===== src/rtl/seq_divider.sv =====
// Multi-cycle unsigned divider: one non-restoring add/subtract step per clock
// on a single WIDTH+1-bit add/sub datapath, with a start/busy/done handshake.
module seq_divider #(
    parameter int WIDTH = 16
) (
    input  logic             clk,
    input  logic             rst,
    input  logic             start,
    input  logic [WIDTH-1:0] dividend,
    input  logic [WIDTH-1:0] divisor,
    output logic             busy,
    output logic             done,
    output logic [WIDTH-1:0] quotient,
    output logic [WIDTH-1:0] remainder,
    output logic             div_by_zero
);

    localparam int CNT_W = (WIDTH > 2) ? $clog2(WIDTH) : 1;

    typedef enum logic [1:0] {
        S_IDLE = 2'd0,
        S_CALC = 2'd1,
        S_FIX  = 2'd2,
        S_DONE = 2'd3
    } state_t;

    state_t             state_r;
    state_t             state_next_s;
    logic [WIDTH:0]     p_r;
    logic [WIDTH-1:0]   q_r;
    logic [WIDTH-1:0]   d_r;
    logic [CNT_W-1:0]   cnt_r;
    logic               busy_r;
    logic               done_r;
    logic [WIDTH-1:0]   quotient_r;
    logic [WIDTH-1:0]   remainder_r;
    logic               dbz_r;

    logic               accept_s;
    logic               zero_div_s;
    logic               sub_s;
    logic [WIDTH:0]     add_a_s;
    logic [WIDTH:0]     add_b_s;
    logic [WIDTH:0]     sum_s;
    logic [WIDTH:0]     fix_p_s;

    assign accept_s   = start && ((state_r == S_IDLE) || (state_r == S_DONE));
    assign zero_div_s = (divisor == {WIDTH{1'b0}});

    // Shared add/sub operand selection: shifted remainder in CALC, raw remainder in FIX
    always_comb begin
        add_a_s = p_r;
        sub_s   = 1'b0;
        if (state_r == S_CALC) begin
            add_a_s = {p_r[WIDTH-1:0], q_r[WIDTH-1]};
            sub_s   = ~p_r[WIDTH];
        end else begin
            add_a_s = p_r;
            sub_s   = 1'b0;
        end
    end

    // Subtraction is addition of the inverted divisor with carry-in of one
    assign add_b_s = sub_s ? ~{1'b0, d_r} : {1'b0, d_r};
    assign sum_s   = add_a_s + add_b_s + {{WIDTH{1'b0}}, sub_s};
    assign fix_p_s = p_r[WIDTH] ? sum_s : p_r;

    // Next-state logic
    always_comb begin
        state_next_s = state_r;
        case (state_r)
            S_IDLE: begin
                if (accept_s) begin
                    state_next_s = zero_div_s ? S_DONE : S_CALC;
                end else begin
                    state_next_s = S_IDLE;
                end
            end
            S_CALC: begin
                if (cnt_r == {CNT_W{1'b0}}) begin
                    state_next_s = S_FIX;
                end else begin
                    state_next_s = S_CALC;
                end
            end
            S_FIX: begin
                state_next_s = S_DONE;
            end
            S_DONE: begin
                if (accept_s) begin
                    state_next_s = zero_div_s ? S_DONE : S_CALC;
                end else begin
                    state_next_s = S_IDLE;
                end
            end
            default: begin
                state_next_s = S_IDLE;
            end
        endcase
    end

    // State register and handshake outputs, registered from the next state
    always_ff @(posedge clk or posedge rst) begin
        if (rst) begin
            state_r <= S_IDLE;
            busy_r  <= 1'b0;
            done_r  <= 1'b0;
        end else begin
            state_r <= state_next_s;
            busy_r  <= (state_next_s == S_CALC) || (state_next_s == S_FIX);
            done_r  <= (state_next_s == S_DONE);
        end
    end

    // Datapath: operand capture, iteration, final correction and result load
    always_ff @(posedge clk or posedge rst) begin
        if (rst) begin
            p_r         <= {(WIDTH+1){1'b0}};
            q_r         <= {WIDTH{1'b0}};
            d_r         <= {WIDTH{1'b0}};
            cnt_r       <= {CNT_W{1'b0}};
            quotient_r  <= {WIDTH{1'b0}};
            remainder_r <= {WIDTH{1'b0}};
            dbz_r       <= 1'b0;
        end else begin
            if (accept_s) begin
                p_r   <= {(WIDTH+1){1'b0}};
                q_r   <= dividend;
                d_r   <= divisor;
                cnt_r <= CNT_W'(WIDTH - 1);
                dbz_r <= zero_div_s;
                if (zero_div_s) begin
                    quotient_r  <= {WIDTH{1'b1}};
                    remainder_r <= dividend;
                end else begin
                    quotient_r  <= quotient_r;
                    remainder_r <= remainder_r;
                end
            end else if (state_r == S_CALC) begin
                p_r   <= sum_s;
                q_r   <= {q_r[WIDTH-2:0], ~sum_s[WIDTH]};
                cnt_r <= cnt_r - CNT_W'(1);
            end else if (state_r == S_FIX) begin
                p_r         <= fix_p_s;
                quotient_r  <= q_r;
                remainder_r <= fix_p_s[WIDTH-1:0];
            end else begin
                p_r <= p_r;
            end
        end
    end

    assign busy        = busy_r;
    assign done        = done_r;
    assign quotient    = quotient_r;
    assign remainder   = remainder_r;
    assign div_by_zero = dbz_r;

endmodule

===== config.mk =====
export PLATFORM = sky130hd
export DESIGN_NAME = seq_divider
export DESIGN_NICKNAME = d
export VERILOG_FILES = /design/src/rtl/seq_divider.sv
export SDC_FILE = /design/constraint.sdc
export NUM_CORES = 1
export LEC_CHECK = 0
export ABC_AREA = 1
export BUFFER_PORTS_ARGS = -buffer_cell sky130_fd_sc_hd__buf_4
export CORE_UTILIZATION = 55
export DETAILED_ROUTE_END_ITERATION = 12
export GPL_TIMING_DRIVEN = 0
export PLACE_DENSITY = 0.77
export SYNTH_ARGS = -nofsm -noshare
export SYNTH_HDL_FRONTEND = slang
export SYNTH_SLANG_ARGS = --single-unit
export TNS_END_PERCENT = 1

===== constraint.sdc =====
create_clock -name clk -period 3.8 [get_ports clk]
set_input_delay 0.76 -clock clk [delete_from_list [all_inputs] [get_ports clk]]
set_output_delay 0.76 -clock clk [all_outputs]
set_load 0.03 [all_outputs]

==> flow_summary.json, run 1 <==
{
  "min_period_ns": 3.48,
  "cpMostUsedCell": "nand2_1",
  "hp-class": "in -> async",
  "drc": 0,
  "core-area_sq_um": 9150,
  "crit_chain": "inv_1 -> ha_1 -> buf_6 -> clkbuf_1 -> clkbuf_2 -> nand2_1 -> o21ai_0 -> ha_1 -> a21oi_1 -> nand2_1 -> a21oi_2 -> o21ai_1 -> xnor2_1 -> nand2_1 -> o211ai_1 -> o21ai_0",
  "setup-violations-final": 0,
  "slew_violations": 0,
  "detail_route.wl_per_cell_um": 15.7,
  "routed_wirelength_um": 13500,
  "critPathCaptureType": "register",
  "final_nets": 796,
  "grt_pass1_wl_um": 22100,
  "start_kind": "register",
  "hold_buffers": 0,
  "cts.sinks": 90,
  "fp.dieArea_sq_um": 9790,
  "dr_total_vias": 4797,
  "antenna_left": 0,
  "finClkSkew_ns": 0.0209,
  "status": "finished, final reports clean",
  "fmax_mhz": 287,
  "fin_tns_setup_ns": 0,
  "ys_warn_count": 0,
  "syn_area_sq_um": 5170,
  "crit_arrival_ns": 3.74,
  "syn_to_final_growth_pct": 17.4,
  "grt_start_max_net_pins": 73,
  "rows": 35,
  "maxCapViolations": 0,
  "critPathMaxFanout": 10,
  "cp_slowest_cell": "dfrtp_1",
  "syn_inst": 659,
  "hold_viol": 0,
  "r2r_cells": 16,
  "worst-path-stages": 16,
  "start_util": 0.565,
  "relSlewSlack": 0.621,
  "avgViaCountPerCell": 5.60,
  "crit_buf_inv": 4,
  "ys_seq_area_frac": 0.436,
  "grt_usage": 0.292,
  "syn_nets": 715,
  "drtIter0Drc": 327,
  "die_h_um": 99.0,
  "dpl.hpwl_um": 10500,
  "path_clk_slew_ns": 0.11,
  "fin_crit_sh": 0.917,
  "num_antenna_cells": 0,
  "drive_gt1_frac": 0.158,
  "antenna_found_initial": 0,
  "port_buffers": 69,
  "cts_tree": "built",
  "max_stage_delay_ns": 0.39,
  "gp_congestion": 0.912,
  "clk_latency_ns": 0.38,
  "path_delay_family": "buffers and inverters",
  "pin_count": 70,
  "grt-ovfl-total": 0,
  "first_pass_iters": 5,
  "critPathKind": "reg -> reg",
  "netlist-cell-type-count": 39,
  "cts_root_buffer": "clkbuf_8",
  "ys_ff_latch": 90,
  "numCtsBuffers": 9,
  "h-tree-depth": 3,
  "cp.required_ns": 4.06,
  "timing_worst_slew_pin_value_ns": 0.565,
  "die_w_um": 99.0,
  "rsz0062_at_grt": "no",
  "cts_buffer_depth": 2,
  "avgSynthCellArea_sq_um": 7.85,
  "first_global_vias": 4519
}
flip-flops by register name, indices dropped and copies added (netlist names):
signal / count
busy: 1
done: 1
q_r: 16
cnt_r: 4
state_r: 2
quotient: 16
p_r: 17
div_by_zero: 1
d_r: 16
remainder: 16
layer usage:
layer  share of wire  global-route usage
met4           0.036               0.142
met2            0.46               0.473
met5               0                   0
met3           0.057              0.0319
met1            0.44               0.392
final cells by class:
cell class / instances / area [sq um]
fillers: 801 / 3080
clock inverters: 7 / 90.1
well taps: 111 / 139
inverters: 82 / 313
flip-flops and latches: 90 / 2250
multi-input cells: 460 / 2490
plain buffers: 27 / 121
repair buffers: 70 / 546
clock buffers: 9 / 124
logic make-up after synthesis:
family	synth area share
xor+xnor	0.0373
fa+ha+maj	0.0523
flops	0.436
simple gates	0.201
buf+inv	0.0833
compound gates	0.190
stage by stage:
step           utilization  std cells  hold WS (ns)  instance area [sq um]  worst slack (ns)
2_1_floorplan            -        659         0.458                   5170             0.705
3_3_place_gp         0.637        839         0.472                   5830            -0.334
3_5_place_dp         0.640        840         0.472                   5860             0.260
4_1_cts              0.663        856         0.320                   6070             0.244
5_1_grt              0.663        856         0.337                   6070            0.0588
6_report             0.663        856         0.310                   6070             0.316
repair_timing:
action / in CTS / in global routing
resized for setup: 0 / 2
buffers inserted: 0 / 0
setup endpoints to repair: 0 / 3
path summary, 6_finish.rpt:
check                            start           end  slack (ns)
hold / removal                     rst  quotient[10]        0.31
min in group clk           div_by_zero   div_by_zero        0.50
setup / recovery            state_r[1]        p_r[8]        0.32
setup reg to reg            state_r[1]        p_r[8]        0.32
max in group asynchronous          rst        d_r[7]        2.85
hold reg to reg            div_by_zero   div_by_zero        0.50
cells in the final DEF, fill, tap and decap left out, types with 2 or more instances in the layout:
| cell type | instances |
|---|---|
| nand2_1 | 138 |
| dfrtp_1 | 90 |
| inv_1 | 74 |
| buf_4 | 69 |
| a21oi_1 | 61 |
| nor2_1 | 58 |
| o21ai_0 | 57 |
| nand3_1 | 27 |
| ha_1 | 20 |
| xnor2_1 | 17 |
| o221ai_1 | 15 |
| clkbuf_1 | 10 |
| buf_2 | 9 |
| a31oi_1 | 9 |
| clkbuf_8 | 9 |
| o211ai_1 | 8 |
| inv_2 | 6 |
| buf_1 | 6 |
| nand2_2 | 5 |
| xor2_1 | 5 |
| nand4_1 | 5 |
| nand3b_1 | 4 |
| o21ai_1 | 4 |
| o22ai_1 | 4 |
| a21o_1 | 3 |
| inv_8 | 3 |
| nor2_2 | 2 |
| o21bai_1 | 2 |
| nor3_1 | 2 |
| o31ai_1 | 2 |
| inv_4 | 2 |
| nand3_2 | 2 |
| o21a_1 | 2 |
| clkinv_4 | 2 |
worst register-to-register path: stages (launching register included):
cell and delay, ns:
dfrtp_1 0.39, inv_1 0.09, ha_1 0.16, buf_6 0.16
clkbuf_1 0.39, clkbuf_2 0.31, nand2_1 0.08, o21ai_0 0.11
ha_1 0.34, a21oi_1 0.15, nand2_1 0.11, a21oi_2 0.29
o21ai_1 0.19, xnor2_1 0.31, nand2_1 0.10, o211ai_1 0.09
o21ai_0 0.10
cell usage after synthesis:
cell type    n  share of area
nand3b_1     4         0.0058
buf_1        6         0.0044
a31oi_1      9          0.011
o221ai_1    15          0.025
nor3b_1      1         0.0015
nand2_8      1         0.0039
o21ai_0     57          0.055
inv_1       75          0.054
a21oi_2      1         0.0017
nand4_1      5         0.0061
nand3_2      2         0.0039
o21ai_2      1         0.0017
o21a_1       2         0.0029
o21bai_1     2         0.0029
nor2_1      58          0.042
clkbuf_1    11         0.0080
o31ai_1      2         0.0029
o32ai_1      1         0.0017
nand3_1     27          0.026
dfrtp_1     90           0.44
fa_1         1         0.0039
a21oi_1     61          0.059
ha_1        20          0.048
buf_6        1         0.0022
inv_4        1         0.0012
xor2_1       5         0.0085
o211ai_1     8          0.012
nor3_1       2         0.0019
or2_2        1         0.0012
inv_2        6         0.0044
nor2_2       2         0.0024
buf_2        9         0.0087
nand2_2      5         0.0061
a22oi_1      1         0.0015
o22ai_1      4         0.0048
o21ai_1      4         0.0039
xnor2_1     17          0.029
a21o_1       3         0.0044
nand2_1    138           0.10
Power of run 1 is not shown: default switching activity piles up to over one toggle a cycle in this logic, so the estimate is an artifact.
==> run 2, diff against run 1 <==
--- a/config.mk
+++ b/config.mk
@@ -5,7 +5,7 @@
 export SDC_FILE = /design/constraint.sdc
 export NUM_CORES = 1
 export LEC_CHECK = 0
-export ABC_AREA = 1
+export ABC_AREA = 0
 export BUFFER_PORTS_ARGS = -buffer_cell sky130_fd_sc_hd__buf_4
 export CORE_UTILIZATION = 55
 export DETAILED_ROUTE_END_ITERATION = 12
==> flow_summary.json, run 2 <==
{
  "antenna_left": 0,
  "pin_count": 70,
  "final_nets": 730,
  "cts_root_buffer": "clkbuf_8",
  "final_common_cell": "nand2_1",
  "cp.required_ns": 4.05,
  "ys_warn_count": 0,
  "avgSynthCellArea_sq_um": 8.75,
  "dr_total_vias": 4580,
  "regMostFlops": "p_r",
  "crit_buf_inv": 3,
  "hold_viol": 0,
  "syn_inst": 593,
  "netlist-cell-type-count": 55,
  "rows": 35,
  "ys_ff_latch": 90,
  "grt_usage": 0.287,
  "start_kind": "register",
  "hp-class": "in -> async",
  "fp.dieArea_sq_um": 9830,
  "grt-ovfl-total": 0,
  "critPathKind": "reg -> reg",
  "yosysMostFrequentCell": "nand2_1",
  "max_stage_delay_ns": 0.40,
  "cp_slowest_cell": "dfrtp_1",
  "syn_nets": 649,
  "h-tree-depth": 3,
  "synth_edf_count": 0,
  "grt_start_max_net_pins": 56,
  "maxCapViolations": 0,
  "setup-violations-final": 0,
  "die_h_um": 99.2,
  "cts_tree": "built",
  "critPathCaptureType": "register",
  "crit_arrival_ns": 3.81,
  "rsz0062_at_grt": "no",
  "crit_chain": "inv_1 -> ha_1 -> clkbuf_4 -> clkbuf_4 -> mux2_2 -> ha_1 -> a21o_1 -> a31oi_2 -> nand4b_1 -> nand3b_1 -> o32ai_1 -> and3_1 -> o41ai_2",
  "avgViaCountPerCell": 5.80,
  "first_global_vias": 4463,
  "finClkSkew_ns": 0.0117,
  "yosysTopAreaCellShare": 0.434,
  "drive_gt1_frac": 0.183,
  "syn_to_final_growth_pct": 17.7,
  "critPathMaxFanout": 10,
  "synth-async-reset-ratio": 1.00,
  "cts_buffer_depth": 2,
  "r2r_slack_ns": 0.24,
  "clk_latency_ns": 0.36,
  "dpl.hpwl_um": 10100,
  "antenna_found_initial": 0,
  "first_pass_iters": 5,
  "gp_congestion": 0.905,
  "num_antenna_cells": 0,
  "status": "finished, final reports clean",
  "grt_pass1_wl_um": 21800,
  "synth_area_leaders": "dfrtp_1 43%, nand2_1 10%, xnor2_1 5.1%, a21oi_1 4.9%, ha_1 4.8%",
  "dp_slack_ns": -0.126,
  "synth_common_cells": "140 x nand2_1, 90 x dfrtp_1, 51 x a21oi_1",
  "r2r_cells": 13,
  "path_clk_slew_ns": 0.10,
  "core-area_sq_um": 9200,
  "worst-path-stages": 13,
  "fin_crit_sh": 0.938,
  "start_util": 0.564,
  "path_delay_family": "compound AO/OA/AOI/OAI gates",
  "fin_ws_ns": 0.236,
  "routed_wirelength_um": 13400,
  "numCtsBuffers": 9,
  "relSlewSlack": 0.539,
  "ys_seq_area_frac": 0.434,
  "syn_area_sq_um": 5190,
  "port_buffers": 69,
  "drtIter0Drc": 334,
  "timing_worst_slew_pin_value_ns": 0.692,
  "drc": 0,
  "largest_reg_flops": 17,
  "detail_route.wl_per_cell_um": 16.9,
  "die_w_um": 99.2,
  "synth_top_area_cell": "dfrtp_1",
  "final_cell_mix": "139 x nand2_1, 90 x dfrtp_1, 70 x buf_4",
  "finalInstanceArea_sq_um": 6110,
  "cts.sinks": 90,
  "slew_violations": 0,
  "final.fill_count": 767,
  "synth_ff_type": "dfrtp_1",
  "min_period_ns": 3.56,
  "place_area_sq_um": 5880,
  "fmax_mhz": 281
}
-- run 2: cell type report --
cell class | instances | area [sq um] | area share
multi-input combinational | 458 | 2780 | 0.454
sequential | 90 | 2250 | 0.369
timing repair buffer | 70 | 546 | 0.0893
buffer | 32 | 145 | 0.0238
tap | 111 | 139 | 0.0227
clock buffer | 10 | 128 | 0.0209
clock inverter | 6 | 73.8 | 0.0121
inverter | 13 | 51.3 | 0.00839
-- run 2: cell families (layout without fill, tap and decap cells) --
group	count (synthesis)	after routing	synth area share
xor+xnor	35	35	0.0590
buf+inv	45	131	0.0352
fa+ha+maj	21	21	0.0521
simple gates	221	221	0.178
compound gates	150	150	0.179
mux	31	31	0.0629
flops	90	90	0.434
-- run 2: path summary, 6_finish.rpt --
kind                             start             to
setup / recovery            state_r[1]  remainder[13]
hold / removal                     rst   remainder[2]
setup reg to reg            state_r[1]  remainder[13]
hold reg to reg            quotient[7]    quotient[7]
max in group asynchronous          rst        p_r[13]
min in group clk           quotient[7]    quotient[7]
-- run 2: worst reg2reg max path, stage by stage (launching register included) --
cell      delay [ns]
dfrtp_1         0.40
inv_1           0.08
ha_1            0.25
clkbuf_4        0.24
clkbuf_4        0.25
mux2_2          0.36
ha_1            0.38
a21o_1          0.20
a31oi_2         0.22
nand4b_1        0.18
nand3b_1        0.19
o32ai_1         0.39
and3_1          0.23
o41ai_2         0.07
-- run 2: layer usage --
layer | share of wire | routed length (um) | global-route usage | vias up
li1 | - | - | - | 2217
met1 | 0.44 | 5940 | 0.366 | 2172
met2 | 0.48 | 6470 | 0.493 | 162
met3 | 0.050 | 665 | 0.0394 | 29
met4 | 0.023 | 306 | 0.120 | 0
met5 | 0 | 0 | 0 | -
-- run 2: stage by stage --
step	TNS [ns]	instances	hold WS [ns]	util
finish	0	790	0.407	0.664
global route	0	790	0.445	0.664
CTS	0	790	0.426	0.661
detailed placement	-0.308	774	0.458	0.639
global placement	-25.77	773	0.451	0.636
floorplan	0	593	0.467	-
-- run 2: repair_timing --
item                                    4_1_cts  5_1_grt
gates resized for setup                       3       11
hold buffers                                  0        0
endpoints found under the setup margin       10       12
setup buffers                                 0        0
Power of run 2 is left out for the same reason.
